[config.mk]
export PLATFORM = sky130hd
export DESIGN_NAME = frame_cmd_scheduler
export DESIGN_NICKNAME = d
export VERILOG_FILES = /design/src/rtl/frame_cmd_pkg.sv /design/src/rtl/cmd_fifo.sv /design/src/rtl/frame_cmd_scheduler.sv
export SDC_FILE = /design/constraint.sdc
export NUM_CORES = 2
export LEC_CHECK = 0
export ABC_AREA = 1
export CORE_MARGIN = 10
export CORE_UTILIZATION = 30
export DETAILED_ROUTE_END_ITERATION = 8
export HOLD_SLACK_MARGIN = 0.12
export PLACE_DENSITY = 0.5
export SYNTH_ARGS = -nofsm -noshare
export SYNTH_HDL_FRONTEND = slang
export SYNTH_SLANG_ARGS = --single-unit
[constraint.sdc]
create_clock -name clk -period 3.45 [get_ports clk]
set_clock_uncertainty 0.05 [all_clocks]
set_input_delay 0.69 -clock clk [delete_from_list [all_inputs] [get_ports clk]]
set_output_delay 0.69 -clock clk [all_outputs]
set_load 0.03 [all_outputs]
[src/rtl/frame_cmd_pkg.sv]
// Shared command-word layout, info codes and scheduler state encoding
// for the frame command scheduler.
package frame_cmd_pkg;

  typedef struct packed {
    logic [5:0]  sub_comp;
    logic [4:0]  child_comp;
    logic [3:0]  info;
    logic [2:0]  input_type;
    logic        pp_selc;
    logic [12:0] input_msg;
  } cmd_word_t;

  localparam logic [3:0]  INFO_WRITE = 4'b0001;
  localparam logic [3:0]  INFO_FLUSH = 4'b1111;
  localparam logic [31:0] CMD_IDLE   = 32'h0000_0000;

  typedef enum logic [1:0] {
    ST_IDLE        = 2'd0,
    ST_DRAIN       = 2'd1,
    ST_WAIT_VBLANK = 2'd2,
    ST_FLUSH       = 2'd3
  } sched_state_t;

  function automatic logic is_write_cmd(input cmd_word_t w);
    return (w.info == INFO_WRITE);
  endfunction

  function automatic logic is_frame_marker(input cmd_word_t w);
    return (w.info == INFO_FLUSH);
  endfunction

  // Buffer-swap broadcast: only info and the ping/pong select are non-zero.
  function automatic cmd_word_t make_flush_word(input logic pp);
    cmd_word_t w;
    w         = cmd_word_t'(CMD_IDLE);
    w.info    = INFO_FLUSH;
    w.pp_selc = pp;
    return w;
  endfunction

endpackage

[src/rtl/cmd_fifo.sv]
// Synchronous command FIFO: head word is read combinationally from the
// storage array, occupancy is reported as a level count.
module cmd_fifo #(
  parameter int DEPTH = 64,
  parameter int WIDTH = 32
) (
  input  logic                     clk_i,
  input  logic                     rst_ni,
  input  logic                     push_i,
  input  logic [WIDTH-1:0]         wdata_i,
  input  logic                     pop_i,
  output logic [WIDTH-1:0]         rdata_o,
  output logic                     empty_o,
  output logic                     full_o,
  output logic [$clog2(DEPTH):0]   level_o
);

  localparam int AW = $clog2(DEPTH);
  localparam int LW = AW + 1;

  logic [WIDTH-1:0] mem_q [DEPTH];
  logic [AW-1:0]    wr_ptr_q;
  logic [AW-1:0]    rd_ptr_q;
  logic [LW-1:0]    level_q;
  logic             do_push_s;
  logic             do_pop_s;

  assign empty_o   = (level_q == LW'(0));
  assign full_o    = (level_q == LW'(DEPTH));
  assign level_o   = level_q;
  assign rdata_o   = mem_q[rd_ptr_q];
  assign do_push_s = push_i && !full_o;
  assign do_pop_s  = pop_i && !empty_o;

  // Storage array write port.
  always_ff @(posedge clk_i) begin
    if (do_push_s) begin
      mem_q[wr_ptr_q] <= wdata_i;
    end
  end

  // Pointers wrap naturally because DEPTH is a power of two.
  always_ff @(posedge clk_i or negedge rst_ni) begin
    if (!rst_ni) begin
      wr_ptr_q <= AW'(0);
      rd_ptr_q <= AW'(0);
      level_q  <= LW'(0);
    end else begin
      if (do_push_s) begin
        wr_ptr_q <= wr_ptr_q + AW'(1);
      end
      if (do_pop_s) begin
        rd_ptr_q <= rd_ptr_q + AW'(1);
      end
      case ({do_push_s, do_pop_s})
        2'b10:   level_q <= level_q + LW'(1);
        2'b01:   level_q <= level_q - LW'(1);
        default: level_q <= level_q;
      endcase
    end
  end

endmodule

[src/rtl/frame_cmd_scheduler.sv]
// Queues Avalon command words and replays them to the display sub-components,
// holding frame markers until vertical blanking to swap the ping/pong buffer.
module frame_cmd_scheduler #(
  parameter int FIFO_DEPTH  = 64,
  parameter int VBLANK_LINE = 480
) (
  input  logic                          clk,
  input  logic                          reset,
  input  logic                          chipselect,
  input  logic                          write,
  input  logic [31:0]                   writedata,
  output logic                          waitrequest,
  input  logic [9:0]                    hcount,
  input  logic [9:0]                    vcount,
  output logic [31:0]                   cmd_out,
  output logic                          front_buf,
  output logic [$clog2(FIFO_DEPTH):0]   fifo_level
);

  import frame_cmd_pkg::*;

  localparam int LW = $clog2(FIFO_DEPTH) + 1;

  sched_state_t  state_q;
  logic [31:0]   cmd_q;
  logic          front_buf_q;
  logic          flushed_q;

  cmd_word_t     wr_word_s;
  logic [31:0]   head_raw_s;
  logic          push_s;
  logic          pop_s;
  logic          empty_s;
  logic          full_s;
  logic          in_vblank_s;
  logic          head_marker_s;
  logic          flush_go_s;
  logic [LW-1:0] level_s;
  logic          unused_hcount_s;

  assign unused_hcount_s = ^hcount;

  assign waitrequest   = full_s;
  assign fifo_level    = level_s;
  assign cmd_out       = cmd_q;
  assign front_buf     = front_buf_q;
  assign push_s        = chipselect && write && !waitrequest;
  assign in_vblank_s   = (vcount >= 10'(VBLANK_LINE));
  assign head_marker_s = !empty_s && is_frame_marker(cmd_word_t'(head_raw_s));
  assign flush_go_s    = (state_q == ST_WAIT_VBLANK) && in_vblank_s && !flushed_q;

  // Incoming words always target the buffer that is not on screen.
  always_comb begin
    wr_word_s         = cmd_word_t'(writedata);
    wr_word_s.pp_selc = ~front_buf_q;
  end

  cmd_fifo #(
    .DEPTH (FIFO_DEPTH),
    .WIDTH (32)
  ) u_fifo (
    .clk_i   (clk),
    .rst_ni  (reset),
    .push_i  (push_s),
    .wdata_i (wr_word_s),
    .pop_i   (pop_s),
    .rdata_o (head_raw_s),
    .empty_o (empty_s),
    .full_o  (full_s),
    .level_o (level_s)
  );

  // A marker stays at the head until its flush, blocking everything behind it.
  always_comb begin
    pop_s = 1'b0;
    case (state_q)
      ST_IDLE, ST_DRAIN: pop_s = !empty_s && !head_marker_s;
      ST_WAIT_VBLANK:    pop_s = flush_go_s;
      default:           pop_s = 1'b0;
    endcase
  end

  // Scheduler state machine with registered command, buffer index and flush flag.
  always_ff @(posedge clk or negedge reset) begin
    if (!reset) begin
      state_q     <= ST_IDLE;
      cmd_q       <= CMD_IDLE;
      front_buf_q <= 1'b0;
      flushed_q   <= 1'b0;
    end else begin
      cmd_q <= CMD_IDLE;
      if (!in_vblank_s) begin
        flushed_q <= 1'b0;
      end
      case (state_q)
        ST_IDLE, ST_DRAIN: begin
          if (empty_s) begin
            state_q <= ST_IDLE;
          end else if (head_marker_s) begin
            state_q <= ST_WAIT_VBLANK;
          end else begin
            state_q <= ST_DRAIN;
            cmd_q   <= head_raw_s;
          end
        end
        ST_WAIT_VBLANK: begin
          if (flush_go_s) begin
            state_q     <= ST_FLUSH;
            cmd_q       <= make_flush_word(~front_buf_q);
            front_buf_q <= ~front_buf_q;
            flushed_q   <= 1'b1;
          end
        end
        ST_FLUSH: begin
          state_q <= empty_s ? ST_IDLE : ST_DRAIN;
        end
        default: begin
          state_q <= ST_IDLE;
        end
      endcase
    end
  end

endmodule

==> results.ini <==
[synthesis]
async_flop_share_pct=2.62
yosys_warnings=0
mappedNetlistNets=6335
synth.distinct_cells=43
ys_seq_elements=2103
synth_edf_count=2048
syn_area_sq_um=83300
ys_seq_area_share_pct=75.5
syn_area_per_cell_sq_um=13.3
synth-main-ff-cell=edfxtp_1
syn-instance-count=6270

[clock_network]
cts_made_buffers=216
clk_latency_ns=0.87
clock_sinks=2103
cts_root_buf=clkbuf_16
cts_tree=built
htreeDepth=4
clk_pin_slew_worst_paths_ns=0.06
cts_buffer_depth=3

[die]
num_rows=193
core_area_sq_um=276000
io_pins=97
start_util_pct=30.1
die-area_sq_um=299000
die_w_um=547
die_y_um=547

[grt]
globalRouteOverflowTotal=0
grt_pass1_wl_mm=382
grt_usage_pct=17.0
antenna_found_initial=7
grt_max_degree=161
grt_pass1_vias=53097

[timing]
rsz0062_at_grt=true
finalHoldViolations=0
fin_ws_ns=-0.321
min_period_ns=3.77
finalSetupViolCount=10
slew_violations=0
maxSlewHeadroom_pct=21.8
fmax_ghz=0.265
fin_crit_sh_pct=109
tightest_slew_ns=1.17

[route]
vias=54635
routed_wl_mm=265
detail-route-antenna-nets=0
drc_errors=0
first_iter_violations=5577
viasPerCell=5.18
first_pass_iters=8
routedWlPerCell_um=25.1

[critical_path]
crit_fanout=7
arrival_ns=4.48
setup.worst_path.start_class=flip-flop
crit_top_cell=nand2_4
slowest_stage=dfrtp_4
max_stage_delay_ns=0.51
end_kind=flip-flop
crit_type=flip-flop to flip-flop
cp_data_required_time_ns=4.16

[layout]
final_common_cell=edfxtp_1
fillers=26279
drive_gt1_share_pct=15.1
nets=6716
area_growth_pct=21.3
final_cell_mix=edfxtp_1, nand2_1, a21oi_1
finalInstanceArea_sq_um=101000

[flow_run]
cap_viol_max_count=0

[worst_hold_path]
min_path_type=input port to flip-flop

[placement]
portBuffers=80
placed_area_sq_um=92300
place.gp.congestion=0.807
hpwl_mm=153
pre_cts_slack_ns=-0.775

[power_and_ir_drop]
p_total_w=0.0854
p_leak_nw=34.2
ir_drop_v=0.000581
p_per_area_nw_per_um2=845

[status]
status=complete, but fails checks
violations=setup timing

## area by class of cell
class / instances / area, sq um / share of cell area (%)
repair buffers: 597 / 7080 / 7.01
flip-flops and latches: 2103 / 62900 / 62.2
repair inverters: 1 / 16.3 / 0.0161
clock inverters: 143 / 1600 / 1.58
diodes: 3 / 7.51 / 0.00743
well taps: 3705 / 4640 / 4.59
clock buffers: 262 / 5620 / 5.56
inverters: 102 / 429 / 0.425
multi-input cells: 3630 / 18800 / 18.6
## registers in the layout (all words and copies together), names as in the netlist
signal           cells
u_fifo.wr_ptr_q      6
u_fifo.rd_ptr_q      6
front_buf            1
flushed_q            1
state_q              2
cmd_out             32
u_fifo.mem_q      2048
u_fifo.level_o       7
## through the flow
stage	utilization, %	hold WS [ns]	instances	TNS (ns)
after floorplan	-	0.344	6270	-98.80
after global placement	33.4	0.468	10085	-12.53
after detailed placement	33.4	0.463	10085	-12.71
after CTS	36.4	0.163	10538	-2.06
after global routing	36.6	0.213	10545	-2.98
final	36.6	0.227	10546	-1.53
## routing by layer
| layer | GRT usage, % | part of all wire [%] |
|---|---|---|
| met4 | 4.89 | 2.7 |
| met1 | 23.6 | 43 |
| met5 | 0 | 0.0049 |
| met3 | 2.10 | 6.2 |
| met2 | 27.9 | 48 |
## worst paths after layout
path	start	to	slack, ns	depth (start not counted)
setup / recovery	u_fifo.rd_ptr_q[0]	u_fifo.level_o[6]	-0.32	27
max in group asynchronous	reset	cmd_out[29]	2.11	3
hold reg to reg	flushed_q	flushed_q	0.48	2
min in group asynchronous	reset	u_fifo.level_o[6]	0.43	2
hold / removal	writedata[15]	u_fifo.mem_q[56][15]	0.23	1
setup reg to reg	u_fifo.rd_ptr_q[0]	u_fifo.level_o[6]	-0.32	27
## Yosys cell counts, types with 17 or more instances
library cell / instances / area, sq um
o311ai_1: 56 / 490
or2_2: 27 / 169
nor2_1: 288 / 1080
buf_2: 196 / 981
o211ai_1: 106 / 796
a32oi_1: 35 / 307
a32o_1: 86 / 861
o221ai_1: 17 / 149
buf_1: 40 / 150
a21oi_1: 787 / 3940
buf_4: 41 / 308
o21ai_0: 63 / 315
inv_1: 98 / 368
o311ai_0: 18 / 158
o22ai_1: 20 / 125
nand3_1: 211 / 1060
edfxtp_1: 2048 / 61500
a22oi_1: 216 / 1620
nand2_1: 1580 / 5930
clkbuf_1: 147 / 552
dfrtp_1: 55 / 1380
## power breakdown
group | switching, W | leakage [nW] | internal [W]
sequential | 0.000361 | 19.1 | 0.0290
clock | 0.0101 | 3.48 | 0.0137
combinational | 0.0211 | 11.7 | 0.0111
total | 0.0316 | 34.2 | 0.0537
## cell families (layout without fill, tap and decap cells)
family / Yosys count / count (layout) / share of synthesized area [%]
simple gates: 2140 / 2140 / 10.1
fa+ha+maj: 9 / 9 / 0.144
buf+inv: 537 / 1105 / 3.00
xor+xnor: 9 / 9 / 0.0946
compound gates: 1472 / 1472 / 11.1
flops: 2103 / 2103 / 75.5
other cells: 0 / 3 / 0
## repair_timing
action,CTS,global route
gates cloned,13,3
gates resized for setup,115,69
endpoints found under the hold margin,44,0
pin swaps,35,41
buffers inserted,32,7
hold buffers,3,0
setup endpoints to repair,34,25
## critical path, delay by kind of cell, from the launching register on
kind / cells / cell delay [ns]
and+or+nand+nor: 13 / 1.09
buffers and inverters: 7 / 0.69
AOI/OAI and AO/OA: 4 / 0.68
DFF: 1 / 0.51
adders and majority gates: 2 / 0.47
xor gates and xnor gates: 1 / 0.14
Note: power is estimated with default switching activity, not from simulation.
